<file path="config.mk">
export PLATFORM = sky130hd
export DESIGN_NAME = in_port
export DESIGN_NICKNAME = d
export VERILOG_FILES = /design/src/rtl/nibbler_pkg.sv /design/src/rtl/sync2.sv /design/src/rtl/in_port.sv
export SDC_FILE = /design/constraint.sdc
export NUM_CORES = 1
export LEC_CHECK = 0
export ABC_AREA = 1
export CORE_ASPECT_RATIO = 1.25
export CORE_UTILIZATION = 59
export CTS_BUF_LIST = sky130_fd_sc_hd__clkbuf_8
export CTS_CLUSTER_SIZE = 28
export DETAILED_ROUTE_END_ITERATION = 8
export PLACE_DENSITY = 0.84
export SLEW_MARGIN = 40
export SYNTH_ARGS = -nofsm -noshare
export SYNTH_HDL_FRONTEND = slang
export SYNTH_SLANG_ARGS = --single-unit
</file>
<file path="constraint.sdc">
create_clock -name clk -period 2.8 [get_ports clk]
set_input_delay 0.28 -clock clk [delete_from_list [all_inputs] [get_ports clk]]
set_output_delay 0.28 -clock clk [all_outputs]
set_load 0.03 [all_outputs]
</file>
<file path="src/rtl/nibbler_pkg.sv">
// Shared definitions for the nibbler input port: debounce FSM states and defaults.
package nibbler_pkg;

   typedef enum logic {
      STABLE   = 1'b0,
      SETTLING = 1'b1
   } in_state_t;

   localparam int DEBOUNCE_DEFAULT = 4;

endpackage

</file>
<file path="src/rtl/sync2.sv">
// Two-flop synchronizer for asynchronous inputs, cleared by the async active-low reset.
module sync2 #(
   parameter int WIDTH = 1
) (
   input  logic             clk,
   input  logic             reset_n,
   input  logic [WIDTH-1:0] d,
   output logic [WIDTH-1:0] q
);

   logic [WIDTH-1:0] meta;

   always_ff @(posedge clk or negedge reset_n) begin
      if (!reset_n) begin
         meta <= '0;
         q    <= '0;
      end else begin
         meta <= d;
         q    <= meta;
      end
   end

endmodule

</file>
<file path="src/rtl/in_port.sv">
// Debounced 4-bit switch input port with read strobe, ready and overrun flags.
module in_port
   import nibbler_pkg::*;
#(
   parameter int DEBOUNCE_CYCLES = DEBOUNCE_DEFAULT
) (
   input  logic       clk,
   input  logic       reset_n,
   input  logic [3:0] pins_in,
   input  logic       enableIn,
   output logic [3:0] data_out,
   output logic       bus_drive,
   output logic       data_ready,
   output logic       overrun
);

   localparam int CW = $clog2(DEBOUNCE_CYCLES + 1);
   localparam logic [CW-1:0] CNT_MAX = CW'(DEBOUNCE_CYCLES);
   localparam logic [CW-1:0] CNT_ONE = CW'(1);

   logic [3:0]    sync_q;
   logic [3:0]    cand;
   logic [3:0]    held;
   logic [CW-1:0] cnt;
   in_state_t     state;
   logic          capture;

   sync2 #(.WIDTH(4)) u_sync (
      .clk     (clk),
      .reset_n (reset_n),
      .d       (pins_in),
      .q       (sync_q)
   );

   // Capture fires on the edge that sees the candidate still present with a full count.
   assign capture = (state == SETTLING) && (sync_q != held) &&
                    (sync_q == cand) && (cnt == CNT_MAX);

   always_ff @(posedge clk or negedge reset_n) begin
      if (!reset_n) begin
         state      <= STABLE;
         cand       <= '0;
         held       <= '0;
         cnt        <= '0;
         data_ready <= 1'b0;
         overrun    <= 1'b0;
      end else begin
         case (state)
            STABLE: begin
               if (sync_q != held) begin
                  cand  <= sync_q;
                  cnt   <= CNT_ONE;
                  state <= SETTLING;
               end
            end
            SETTLING: begin
               if (sync_q == held) begin
                  cnt   <= '0;
                  state <= STABLE;
               end else if (sync_q != cand) begin
                  cand <= sync_q;
                  cnt  <= CNT_ONE;
               end else if (cnt == CNT_MAX) begin
                  held  <= cand;
                  cnt   <= '0;
                  state <= STABLE;
               end else begin
                  cnt <= cnt + CNT_ONE;
               end
            end
            default: begin
               cnt   <= '0;
               state <= STABLE;
            end
         endcase

         // A read on the capture edge consumes the old nibble, so the new one stays pending.
         if (capture) begin
            data_ready <= 1'b1;
            if (enableIn)
               overrun <= 1'b0;
            else if (data_ready)
               overrun <= 1'b1;
         end else if (enableIn) begin
            data_ready <= 1'b0;
            overrun    <= 1'b0;
         end
      end
   end

   assign data_out  = enableIn ? held : 4'b0;
   assign bus_drive = enableIn;

endmodule

</file>
==> impl_metrics.ini <==
[status]
status = finished, final reports clean

[placement]
portBuffers = 13
gp_congestion = 0.726
postPlaceCellArea_sq_um = 1200
hpwlAfterDp_mm = 1.34

[synth]
netlist_instances = 134
ys_top_cells_by_area = dfrtp_1, nand2_1, inv_1
async_reset_ff_share_pct = 100
syn-num-nets = 143
syn-mean-instance-area_sq_um = 8.02
synth-edff-count = 0
netlist_area_sq_um = 1070
yosysTopAreaCell = dfrtp_1
synth_top_flop_cell = dfrtp_1
synth_seq_cells = 22
yosysTopAreaCellShare_pct = 51.2
synth_top_cells_by_count = nand2_1, dfrtp_1, inv_1
synth.most_common_cell = nand2_1
ys_warn_count = 0
yosysSeqAreaShare_pct = 51.2
synthDistinctLibCells = 17

[floorplan]
core_sq_um = 1640
die_area_sq_um = 2000
die_h_um = 49.7
die_w_um = 40.2
num_rows = 16
num_io_pins = 14
start_util_pct = 65.5

[setup_path]
cp-start-kind = primary input
rr_endpoint = held[0]
rr_worst_depth = 7
startpoint = enableIn
r2r-start = cnt[0]
worst_ep_required_time_ps = 2520
crit_type = in2out
setup.worst_path.end = data_out[2]
rrSetupSlack_ps = 1250
cp_max_fo = 8
crit_arrival_ps = 1690
end_kind = output pin

[cells_and_area]
diodes = 0
nets = 160
area_growth_pct = 19.6
drive_gt1_share_pct = 8.00
fin_area_sq_um = 1280

[power]
power.leakage_nw = 0.695
ir_worst_vdd_uv = 433
cellPowerDensity_nw_per_um2 = 571

[sta]
fin_tns_setup_ps = 0
worstMarginPinSlew_ps = 490
period_minus_slack_ps = 1970
clock_skew_ps = 3.65
max_freq_mhz = 507
hold_viol = 0
relSlewSlack_pct = 67.3
fin_crit_sh_pct = 70.4
slew_violations = 0
setup_violations = 0
rsz0062_at_grt = no

[grt]
overflow = 0
grt_first_pass_wirelength_mm = 3.11
grt_max_degree = 23
grt_pass1_vias = 767
track_usage_pct = 22.8
antenna_found_initial = 0

[cts]
cts-root-buf = clkbuf_8
path_clk_slew_ps = 80
cts_resized = 0
clkSinkCount = 22
ctsLongestPathBuffers = 2
htree_levels = 1
cts_inserted_buffers = 3
insertion_delay_ps = 260
cts_tree = yes

[drt]
vias = 865
first_pass_iters = 4
drc = 0
vias_per_cell = 5.15
antenna_left = 0
drt_wl_total_mm = 1.92
wire_per_inst_um = 11.4
drt_iter0_markers = 13

[hold_path]
min_path_type = reg2reg

[job]
max-cap-violations = 0
critical path, stage by stage:
cell and delay (ps):
clkdlybuf4s50_1 610, nand2_1 90, inv_1 60, clkdlybuf4s50_1 660
placed cells by master (no fill, tap or decap):
master / count
buf_2: 1
bufinv_16: 1
clkbuf_8: 3
clkdlybuf4s50_1: 12
dfrtp_1: 22
dlygate4sd3_1: 1
ha_1: 2
inv_1: 21
inv_2: 1
nand2_1: 55
nand2_2: 1
nand3_1: 7
nand3_2: 2
nand4_1: 6
nor2_1: 5
nor2_2: 2
nor2_4: 1
o21ai_0: 3
xnor2_1: 2
xor2_1: 2
timing repair:
| action | CTS | global route |
|---|---|---|
| endpoints found under the setup margin | 0 | 0 |
| setup buffers | 0 | 0 |
| hold endpoints to repair | 22 | 0 |
| hold buffers | 1 | 0 |
how the worst min path moves through the flow:
stage                         startpoint     endpoint  slack, ps  cells past startpoint
after floorplan                  reset_n      cand[0]        -20                      0
after global placement    u_sync.meta[0]  u_sync.q[0]        330                      0
after detailed placement         reset_n      held[0]        260                      1
after CTS                 u_sync.meta[1]  u_sync.q[1]        360                      0
after global routing      u_sync.meta[1]  u_sync.q[1]        360                      0
final                     u_sync.meta[1]  u_sync.q[1]        360                      0
cells by family after synthesis:
logic type      after synthesis  synth area share [%]
simple gates                 79                  32.4
buf+inv                      24                  9.43
flops                        22                  51.2
xor+xnor                      4                  3.26
compound gates                3                  1.40
fa+ha+maj                     2                  2.33
sequential cells by signal (all words and copies together), names as in the netlist:
register and flops:
u_sync.meta 4, data_ready 1, overrun 1, state 1, held 4, cand 4
cnt 3, u_sync.q 4
metal layers:
layer / part of all wire (%) / wire (um) / global-route usage [%]
met1: 41 / 779 / 25.5
met5: 0 / 0 / 0
met2: 55 / 1060 / 41.1
met3: 3.4 / 66 / 2.70
met4: 1.1 / 21 / 8.33
area by class of cell:
type / count / area [sq um]
well taps: 18 / 22.5
flip-flops and latches: 22 / 551
inverters: 22 / 82.6
multi-input cells: 88 / 423
clock inverters: 1 / 30.0
fillers: 115 / 357
repair buffers: 14 / 135
clock buffers: 3 / 41.3
per-stage QoR:
| step | power [mW] | std cells | hold slack, ps | setup WS, ps | utilization, % |
|---|---|---|---|---|---|
| CTS | 0.737 | 168 | 358 | 815 | 78.3 |
| finish | 0.734 | 168 | 355 | 829 | 78.3 |
| global placement | 0.438 | 163 | 333 | 865 | 73.6 |
| global route | 0.762 | 168 | 361 | 758 | 78.3 |
| detailed placement | 0.441 | 163 | 264 | 822 | 73.3 |
| floorplan | 0.413 | 134 | -15.6 | 1490 | - |
where the power goes:
part           total (mW)  switching, mW  internal [mW]  leakage (nW)
sequential          0.354         0.0193          0.335         0.271
clock               0.296          0.105          0.191        0.0357
combinational      0.0837         0.0501         0.0336         0.388
Power figures use the tool's default switching activity.
